[config.mk]
export PLATFORM = sky130hd
export DESIGN_NAME = pipe_hazard_ctrl
export DESIGN_NICKNAME = d
export VERILOG_FILES = /design/src/rtl/pipe_hazard_ctrl.sv
export SDC_FILE = /design/constraint.sdc
export NUM_CORES = 1
export LEC_CHECK = 0
export CAP_MARGIN = 20
export CORE_MARGIN = 1.5
export CORE_UTILIZATION = 35
export DETAILED_ROUTE_END_ITERATION = 12
export GPL_ROUTABILITY_DRIVEN = 1
export PLACE_DENSITY = 0.7
export SETUP_SLACK_MARGIN = 0.2
export SYNTH_ARGS = -nofsm -noshare
export SYNTH_HDL_FRONTEND = slang
export SYNTH_SLANG_ARGS = --single-unit
export TNS_END_PERCENT = 1
[constraint.sdc]
create_clock -name clk -period 5.7 [get_ports clk]
set_input_delay 1.14 -clock clk [delete_from_list [all_inputs] [get_ports clk]]
set_output_delay 1.14 -clock clk [all_outputs]
set_load 0.05 [all_outputs]
[src/rtl/pipe_hazard_ctrl.sv]
// Stall/flush/forwarding controller for an N-stage MIPS pipeline, plus an interrupt sequencing FSM.
// Optional single-step debug hold is compiled in with `HAZARD_DEBUG_EN.
module pipe_hazard_ctrl #(
    parameter int NUM_STAGES = 5,
    parameter int REG_AW     = 5,
    parameter int LOAD_RDY   = 4,
    parameter int CNT_W      = 16,
    localparam int NP        = NUM_STAGES - 2,
    localparam int FW        = $clog2(NUM_STAGES - 1)
) (
    input  logic                   clk,
    input  logic                   rst,
`ifdef HAZARD_DEBUG_EN
    input  logic                   debug_en,
    input  logic                   debug_step,
`endif
    input  logic [REG_AW-1:0]      id_rs,
    input  logic [REG_AW-1:0]      id_rt,
    input  logic                   id_rs_used,
    input  logic                   id_rt_used,
    input  logic                   id_is_store,
    input  logic                   id_branch_tk,
    input  logic                   id_eret,
    input  logic [NP-1:0]          st_wen,
    input  logic [NP*REG_AW-1:0]   st_waddr,
    input  logic [NP-1:0]          st_is_load,
    input  logic                   mem_busy,
    input  logic                   irq_req,
    input  logic                   irq_mask,
    output logic [FW-1:0]          fwd_a,
    output logic [FW-1:0]          fwd_b,
    output logic                   st_fwd_mem,
    output logic [NUM_STAGES-1:0]  stage_en,
    output logic [NUM_STAGES-1:0]  stage_rst,
    output logic                   irq_take,
    output logic                   in_service,
    output logic [CNT_W-1:0]       stall_cnt,
    output logic [CNT_W-1:0]       flush_cnt,
    output logic [1:0]             fsm_state
);

    localparam logic [1:0] S_IDLE    = 2'd0;
    localparam logic [1:0] S_WAIT    = 2'd1;
    localparam logic [1:0] S_TAKE    = 2'd2;
    localparam logic [1:0] S_SERVICE = 2'd3;

    // Handshake-free block: every control is a same-cycle function of the inputs;
    // the pipeline consumes stage_en/stage_rst on the next clock edge.

    logic [1:0]    state, state_nx;
    logic          hold;
    logic [FW-1:0] fwd_a_c, fwd_b_c;
    logic          stall_a, stall_b, mem_c;
    logic          load_stall;
    logic          eret_acc;
    logic          stall_any, flush_any;

`ifdef HAZARD_DEBUG_EN
    logic step_q, adv_q;

    // adv_q is high for exactly the cycle after a debug_step rising edge.
    always_ff @(posedge clk) begin
        if (rst) begin
            step_q <= 1'b0;
            adv_q  <= 1'b0;
        end else begin
            step_q <= debug_step;
            adv_q  <= debug_step & ~step_q;
        end
    end

    assign hold = ~rst & debug_en & ~adv_q;
`else
    assign hold = 1'b0;
`endif

    // Scan from the oldest producer down so the youngest (lowest index) match wins.
    // A load counts as forwardable once its stage feeds the register at index LOAD_RDY.
    always_comb begin
        fwd_a_c = '0;
        fwd_b_c = '0;
        stall_a = 1'b0;
        stall_b = 1'b0;
        mem_c   = 1'b0;
        for (int k = NP - 1; k >= 0; k--) begin
            if (id_rs_used && st_wen[k] && st_waddr[k*REG_AW +: REG_AW] != '0 &&
                st_waddr[k*REG_AW +: REG_AW] == id_rs) begin
                if (st_is_load[k] && (k + 3) < LOAD_RDY) begin
                    stall_a = 1'b1;
                    fwd_a_c = '0;
                end else begin
                    stall_a = 1'b0;
                    fwd_a_c = FW'(k + 1);
                end
            end
            if (id_rt_used && st_wen[k] && st_waddr[k*REG_AW +: REG_AW] != '0 &&
                st_waddr[k*REG_AW +: REG_AW] == id_rt) begin
                fwd_b_c = '0;
                stall_b = 1'b0;
                mem_c   = 1'b0;
                if (st_is_load[k] && (k + 3) < LOAD_RDY) begin
                    // Store data is not needed until MEM, so it can pick up the load result there.
                    if (k == 0 && id_is_store) mem_c = 1'b1;
                    else                       stall_b = 1'b1;
                end else begin
                    fwd_b_c = FW'(k + 1);
                end
            end
        end
    end

    assign load_stall = ~rst & (stall_a | stall_b);
    assign fwd_a      = rst ? '0 : fwd_a_c;
    assign fwd_b      = rst ? '0 : fwd_b_c;
    assign st_fwd_mem = ~rst & mem_c;

    assign irq_take   = ~rst & ~hold & (state == S_TAKE);
    assign in_service = ~rst & (state == S_SERVICE);
    assign eret_acc   = ~rst & ~hold & ~mem_busy & ~load_stall & id_eret & (state == S_SERVICE);
    assign fsm_state  = state;

    always_comb begin
        stage_en  = '1;
        stage_rst = '0;
        if (rst) begin
            stage_rst = '1;
        end else if (hold || mem_busy) begin
            stage_en = '0;
        end else if (load_stall) begin
            stage_en[0]  = 1'b0;
            stage_en[1]  = 1'b0;
            stage_rst[2] = 1'b1;
        end else if (irq_take) begin
            stage_rst[1] = 1'b1;
            stage_rst[2] = 1'b1;
        end else if (id_branch_tk || eret_acc) begin
            stage_rst[1] = 1'b1;
        end
    end

    always_comb begin
        state_nx = state;
        case (state)
            S_IDLE:    if (irq_req && !irq_mask) state_nx = S_WAIT;
            S_WAIT: begin
                if (!irq_req)                                       state_nx = S_IDLE;
                else if (!mem_busy && !load_stall && !id_branch_tk) state_nx = S_TAKE;
            end
            S_TAKE:    state_nx = S_SERVICE;
            S_SERVICE: if (eret_acc) state_nx = S_IDLE;
            default:   state_nx = S_IDLE;
        endcase
    end

    always_ff @(posedge clk) begin
        if (rst)        state <= S_IDLE;
        else if (!hold) state <= state_nx;
    end

    assign stall_any = ~rst & ~hold & (mem_busy | load_stall);
    assign flush_any = ~rst & (|stage_rst);

    always_ff @(posedge clk) begin
        if (rst) begin
            stall_cnt <= '0;
            flush_cnt <= '0;
        end else begin
            if (stall_any && stall_cnt != '1) stall_cnt <= stall_cnt + CNT_W'(1);
            if (flush_any && flush_cnt != '1) flush_cnt <= flush_cnt + CNT_W'(1);
        end
    end

endmodule

==> results of run 1 <==
-- area by class of cell --
class / count / area [um2] / share of cell area
multi-input combinational: 237 / 1562 / 0.4621
timing repair buffer: 92 / 900.9 / 0.2666
sequential: 34 / 680.7 / 0.2014
clock buffer: 8 / 110.1 / 0.03258
tap: 77 / 96.34 / 0.02851
inverter: 8 / 30.03 / 0.008886
-- worst min-delay path, cell delays in order, from the launching register on --
cell,delay [ns]
dfxtp_1,0.34
o31ai_1,0.07
a21oi_1,0.05
-- synth_stat cells (all sizes together), types with 4 or more instances --
library cell  number  share of area
o41ai              7          0.026
a21oi             24          0.052
inv                7          0.011
clkbuf             6         0.0095
nand2b             4          0.011
nor2              16          0.025
o31ai             15          0.047
or3                4          0.011
xor2               4          0.015
nand2             22          0.035
o21ai              8          0.017
and4               4          0.016
nor3              17          0.040
dfxtp             34           0.29
buf               13          0.034
or4               19          0.062
nand3             17          0.036
xnor2             26          0.096
o311ai             7          0.026
nand4             12          0.032
-- kinds of logic (layout without fill, tap and decap cells) --
kind of cell / Yosys count / after routing
compound gates: 68 / 68
xor+xnor: 30 / 30
fa+ha+maj: 2 / 2
buf+inv: 27 / 108
flops: 34 / 34
mux: 5 / 5
simple gates: 132 / 132
-- path summary, 6_finish.rpt --
| check | start | end | slack (ns) | cells after the start |
|---|---|---|---|---|
| worst max-delay path | st_waddr[1] | fwd_a[0] | 0.53 | 7 |
| worst min-delay path | flush_cnt[9] | flush_cnt[9] | 0.50 | 2 |
| worst max register to register | flush_cnt[0] | flush_cnt[14] | 3.31 | 6 |
| worst min register to register | flush_cnt[9] | flush_cnt[9] | 0.50 | 2 |
-- flip-flops by register name, summed over array words and instances (netlist names), named ones only --
signal     cells
flush_cnt     16
stall_cnt     16
fsm_state      1
-- power breakdown --
group          switching, mW  internal [mW]
clock network         0.0933          0.122
logic                 0.0738         0.0567
registers            0.00300          0.240
-- stage by stage --
stage | setup WS [ns] | total power [mW] | area, um2 | hold slack [ns]
after floorplan | 1.082 | 0.3231 | 2375 | 0.7120
after global placement | 0.5426 | 0.3763 | 3269 | 0.4807
after detailed placement | 0.5413 | 0.3790 | 3269 | 0.4928
after CTS | 0.5246 | 0.5910 | 3379 | 0.5052
after global routing | 0.4486 | 0.6111 | 3379 | 0.5424
final | 0.5279 | 0.5886 | 3379 | 0.5029
-- per-layer routing --
layer | wire length (um) | vias up | track usage
met4 | 103 | 0 | 0.05865
met3 | 439 | 8 | 0.05058
met2 | 3239 | 77 | 0.3203
met1 | 2968 | 1210 | 0.2262
met5 | 0 | - | 0
li1 | - | 1295 | -
==> Flow_metrics.wiki, run 1 <==
{| class="wikitable"
! Metric !! Value
|-
| Type of origin of the critical path || input pin
|-
| First-pass iteration count of the detailed router || 8
|-
| Number of inserted diodes || 0
|-
| Number of synthesized flops with an enable pin || 0
|-
| Multiplexer share of the synthesized area || 0.02266
|-
| Ys async rst share || 0
|-
| Worst min-delay path category || register to register
|-
| Number of top-level design ports || 92
|-
| Violations in the final reports || DRC
|-
| Horizontal die dimension || 85.37 um
|-
| Most frequent cells in the layout || clkdlybuf4s50_1 (84), dfxtp_1 (34), xnor2_1 (26)
|-
| Synthesized flop and latch total || 34
|-
| Sequential element share of the synthesized area || 0.2866
|-
| Clk Latency, worst-skew pair || 0.29 ns
|-
| Aggregate global routing overflow || 0
|-
| Xor-xnor portion of the synthesized cell area || 0.1106
|-
| Final hold violation count || 0
|-
| Detailed-placement wirelength estimate || 5068 um
|-
| Worst slew slack as a fraction of its limit || 0.6244
|-
| Distinct cell type count after synthesis || 44
|-
| CTS-repair resized insts || 0
|-
| Top delay family on crit path || buffers and inverters
|-
| Required time of the critical path || 4.56 ns
|-
| Non-filler instance count after layout || 456
|-
| Warnings, synthesis || 0
|-
| Cell with the largest stage delay on the worst path || clkdlybuf4s50_1
|-
| Placeable core area || 6459 um2
|-
| Setup repair after global routing missed its margin || false
|-
| Signed area change from the synthesized netlist to the final layout || 42.31%
|-
| Actual slew at the worst max-slew pin || 0.5619 ns
|-
| Crit-path cells || clkdlybuf4s50_1 > or4_4 > o21a_4 > and2_1 > or3b_2 > a21oi_1 > clkdlybuf4s50_1
|-
| Portion of the clock cycle consumed by the worst path in the final layout || 0.9074
|-
| Overall global routing resource usage || 0.1863
|-
| Synth Area in Compound Gates || 0.1970
|-
| CTS clk-pin slew, worst paths || 0.07 ns
|-
| Die Area || 7288 um2
|-
| Kind of capture point of the worst setup path || output port
|-
| Total negative setup slack || 0 ns
|-
| NumNets Final || 421
|-
| Inserted Clock Buffers || 5
|-
| Critical path arrival || 4.03 ns
|-
| Dominant combinational cell family by area after synthesis || simple AND/OR/NAND/NOR gates
|-
| Starting DRC count in detailed routing || 129
|-
| Remaining DRCs || 3
|-
| Vias after detailed routing || 2,590
|-
| Post-layout minimum cycle time || 5.172 ns
|-
| Placed instance count || 448
|-
| Via count of the first global-routing pass || 2,421
|-
| Maximum resistive drop on vdd || 0.08562 mV
|-
| Average vias per placed instance || 5.680
|-
| Root buffer cell || clkbuf_8
|-
| Power density of the placed cells || 174.2 nW/um2
|-
| CTS Hold Buffers Added || 0
|-
| Cell type with the highest occurrence count on the critical path || clkdlybuf4s50_1
|-
| Row count || 29
|-
| Post-synthesis cell count || 298
|-
| Most instantiated flip-flop cell in the synthesis netlist || dfxtp_1
|-
| Most common cell after layout, fill and taps aside || clkdlybuf4s50_1
|-
| Antenna Nets Post-Route || 0
|-
| Number of antenna violations at the first check in global routing || 0
|-
| Leakage power total || 1.040 nW
|-
| Worst path bufs/invs || 2
|-
| Final Wtd Congestion || 0.9214
|-
| Die Y || 85.37 um
|-
| Count of H-tree levels built during CTS || 2
|-
| Category of the critical setup timing path || input pin to output port
|-
| Status || finished, violations left
|-
| Total length of routed wires || 6750 um
|-
| Core utilization of the finished layout || 0.5232
|-
| Per-instance average area after synthesis || 7.969 um2
|-
| Clock tree from TritonCTS || built
|-
| F_max || 193.3 MHz
|-
| Largest net degree at the start of global routing || 36
|-
| Adder-Cell Fraction of Synth Area || 0.01054
|-
| Input/output buffers || 89
|-
| Routed length per instance || 14.80 um
|-
| Basic-gate share of the synthesized area counting and, or, nand and nor cells || 0.3166
|-
| Layout cells sized above 1 || 0.08443
|-
| Final setup vio count || 0
|-
| Global-route wire length before repair || 11,100 um
|-
| Buffers inserted by post-CTS timing repair || 0
|-
| MaxCap Viol Count || 0
|-
| Worst clock skew on the final layout || 0.004506 ns
|-
| Critical Path Fanout Max || 3
|-
| Number of fillers in the final layout || 625
|-
| Initial Util || 0.3677
|-
| Cell area after synthesis || 2375 um2
|-
| Deepest clock path buffer count || 2
|-
| Total nets after synthesis || 341
|-
| Clock sinks || 34
|-
| Final number of max-transition violations || 0
|-
| Max incr delay on CP || 0.84 ns
|}
Note: power is estimated with default switching activity, not from simulation.
==> run 2, diff against run 1 <==
--- a/config.mk
+++ b/config.mk
@@ -8,9 +8,12 @@
 export CAP_MARGIN = 20
 export CORE_MARGIN = 1.5
 export CORE_UTILIZATION = 35
+export CTS_CLUSTER_SIZE = 28
 export DETAILED_ROUTE_END_ITERATION = 12
 export GPL_ROUTABILITY_DRIVEN = 1
+export GPL_TIMING_DRIVEN = 0
 export PLACE_DENSITY = 0.7
+export RECOVER_POWER = 100
 export SETUP_SLACK_MARGIN = 0.2
 export SYNTH_ARGS = -nofsm -noshare
 export SYNTH_HDL_FRONTEND = slang
==> run 2 against run 1 <==
The run still ends with DRC left. Global-route usage grew 0.64 points. Routed wire length up 2.7%. Via count is 2.6% higher. Final area rose by 1.7%. Critical path depth unchanged. Register-to-register slack worse by 0.42 ns. Critical endpoint unchanged.
==> Flow_metrics.wiki, run 2 (synthesis gave the netlist of run 1 again) <==
{| class="wikitable"
! Metric !! Value
|-
| Status || finished, violations left
|-
| Violations in the final reports || DRC
|-
| Routed length per instance || 14.72 um
|-
| First-pass iteration count of the detailed router || 8
|-
| Global-route wire length before repair || 11,500 um
|-
| Actual slew at the worst max-slew pin || 1.041 ns
|-
| Crit-path cells || dlygate4sd3_1 > or4_1 > o21a_4 > and2_1 > or3b_2 > a21oi_1 > dlygate4sd3_1
|-
| Die Area || 7288 um2
|-
| Core utilization of the finished layout || 0.5324
|-
| Antenna Nets Post-Route || 0
|-
| Switching power as a share of total power || 0.2831
|-
| Overall power consumption || 0.5845 mW
|-
| Post-layout minimum cycle time || 5.344 ns
|-
| Aggregate global routing overflow || 0
|-
| Signed area change from the synthesized netlist to the final layout || 44.78%
|-
| Worst min-delay path category || register to register
|-
| Destination of the critical timing path || fwd_a[0]
|-
| Initial Util || 0.3677
|-
| Remaining DRCs || 3
|-
| Detailed-placement wirelength estimate || 5465 um
|-
| F_max || 187.1 MHz
|-
| Critical Path Fanout Max || 3
|-
| Average vias per placed instance || 5.641
|-
| Final Wtd Congestion || 0.8451
|-
| Clk Latency, worst-skew pair || 0.28 ns
|-
| Vias after detailed routing || 2,657
|-
| Number of top-level design ports || 92
|-
| Launching point of the worst reg2reg path || fsm_state[0]
|-
| Number of inserted diodes || 0
|-
| Max incr delay on CP || 0.91 ns
|-
| Total negative setup slack || 0 ns
|-
| CTS Hold Buffers Added || 0
|-
| Worst clock skew on the final layout || 0.005484 ns
|-
| Top delay family on crit path || buffers and inverters
|-
| Setup repair after global routing missed its margin || false
|-
| Power density of the placed cells || 170.0 nW/um2
|-
| Clock tree from TritonCTS || built
|-
| Via count of the first global-routing pass || 2,483
|-
| Placeable core area || 6459 um2
|-
| Total length of routed wires || 6934 um
|-
| Worst path bufs/invs || 2
|-
| Total net switching power || 0.1655 mW
|-
| Portion of the clock cycle consumed by the worst path in the final layout || 0.9376
|-
| Number of antenna violations at the first check in global routing || 0
|-
| Stages on worst setup path || 7
|-
| Kind of capture point of the worst setup path || output port
|-
| Root buffer cell || clkbuf_8
|-
| MaxCap Viol Count || 0
|-
| Maximum resistive drop on vdd || 0.07619 mV
|-
| CP startpoint || st_waddr[1]
|-
| Critical path arrival || 4.20 ns
|-
| Cell with the largest stage delay on the worst path || dlygate4sd3_1
|-
| Power Internal || 0.4190 mW
|-
| Overall global routing resource usage || 0.1927
|-
| Row count || 29
|-
| Category of the critical setup timing path || input pin to output port
|-
| Inserted Clock Buffers || 5
|-
| Worst Reg-to-Reg Cells || 8
|-
| Part of the power in the clock network || 0.357
|-
| Input/output buffers || 88
|-
| Worst-case register-to-register setup slack || 2.89 ns
|-
| Reg-to-reg endpoint || flush_cnt[0]
|-
| Most common cell after layout, fill and taps aside || dlygate4sd3_1
|-
| CTS clk-pin slew, worst paths || 0.07 ns
|-
| Final hold violation count || 0
|-
| Worst slew slack as a fraction of its limit || 0.3008
|-
| Required time of the critical path || 4.56 ns
|-
| Starting DRC count in detailed routing || 210
|-
| CTS-repair resized insts || 0
|-
| NumNets Final || 436
|-
| Final number of max-transition violations || 0
|-
| Type of origin of the critical path || input pin
|-
| Cell type with the highest occurrence count on the critical path || dlygate4sd3_1
|-
| Leakage power total || 1.214 nW
|-
| Layout cells sized above 1 || 0.06853
|-
| Clock sinks || 34
|-
| Buffers inserted by post-CTS timing repair || 0
|-
| Count of H-tree levels built during CTS || 2
|-
| Combinational Power Share || 0.228
|-
| Deepest clock path buffer count || 2
|-
| Largest net degree at the start of global routing || 11
|-
| Final setup vio count || 0
|-
| Most frequent cells in the layout || dlygate4sd3_1 (51), clkdlybuf4s50_1 (37), dfxtp_1 (34)
|-
| Die Y || 85.37 um
|-
| Part of the total power dissipated in sequential elements || 0.415
|-
| Horizontal die dimension || 85.37 um
|}
## run 2: worst reg2reg max path: stages, from the launching register on
cell and delay, ns:
dfxtp_1 0.37, nand2b_1 0.07, a21oi_1 0.24, nand2_1 0.14, nor3_1 0.77, clkbuf_1 0.38
clkbuf_1 0.44, o21ai_0 0.19, a21oi_1 0.14
## run 2: stage by stage
stage	cells	hold slack, ns	instance area, um2	worst slack, ns
3_5_place_dp	463	0.4941	3352	0.5465
6_report	471	0.5035	3438	0.3558
3_3_place_gp	463	0.4824	3352	0.5425
5_1_grt	471	0.5385	3438	0.2200
4_1_cts	471	0.5041	3462	0.5439
2_1_floorplan	298	0.7120	2375	1.082
## run 2: routing by layer
metal | part of all wire | routed length [um] | global-route usage
met5 | 0 | 0 | 0
met4 | 0.015 | 104 | 0.05718
met3 | 0.070 | 488 | 0.03988
met2 | 0.47 | 3285 | 0.3470
met1 | 0.44 | 3055 | 0.2300
## run 2: how the worst min path moves through the flow
stage / slack, ns / end / from / cells after the start
2_1_floorplan: 0.71 / flush_cnt[9] / flush_cnt[9] / 2
3_3_place_gp: 0.48 / flush_cnt[9] / flush_cnt[9] / 2
3_5_place_dp: 0.49 / flush_cnt[9] / flush_cnt[9] / 2
4_1_cts: 0.50 / flush_cnt[9] / flush_cnt[9] / 2
5_1_grt: 0.54 / flush_cnt[9] / flush_cnt[9] / 2
6_report: 0.50 / stall_cnt[8] / stall_cnt[8] / 2
## run 2: power groups by stage
stage / sequential [mW] / combinational [mW] / clock (mW)
6_report: 0.243 / 0.133 / 0.208
5_1_grt: 0.243 / 0.144 / 0.221
4_1_cts: 0.243 / 0.138 / 0.212
3_5_place_dp: 0.248 / 0.137 / 0
3_3_place_gp: 0.248 / 0.135 / 0
2_1_floorplan: 0.256 / 0.0671 / 0
## run 2: final cells by class
cell class / count / area (um2)
flip-flops and latches: 34 / 680.7
inverters: 8 / 30.03
clock buffers: 8 / 110.1
repair buffers: 88 / 880.8
well taps: 77 / 96.34
multi-input cells: 237 / 1544
fillers: 639 / 3020
plain buffers: 19 / 96.34
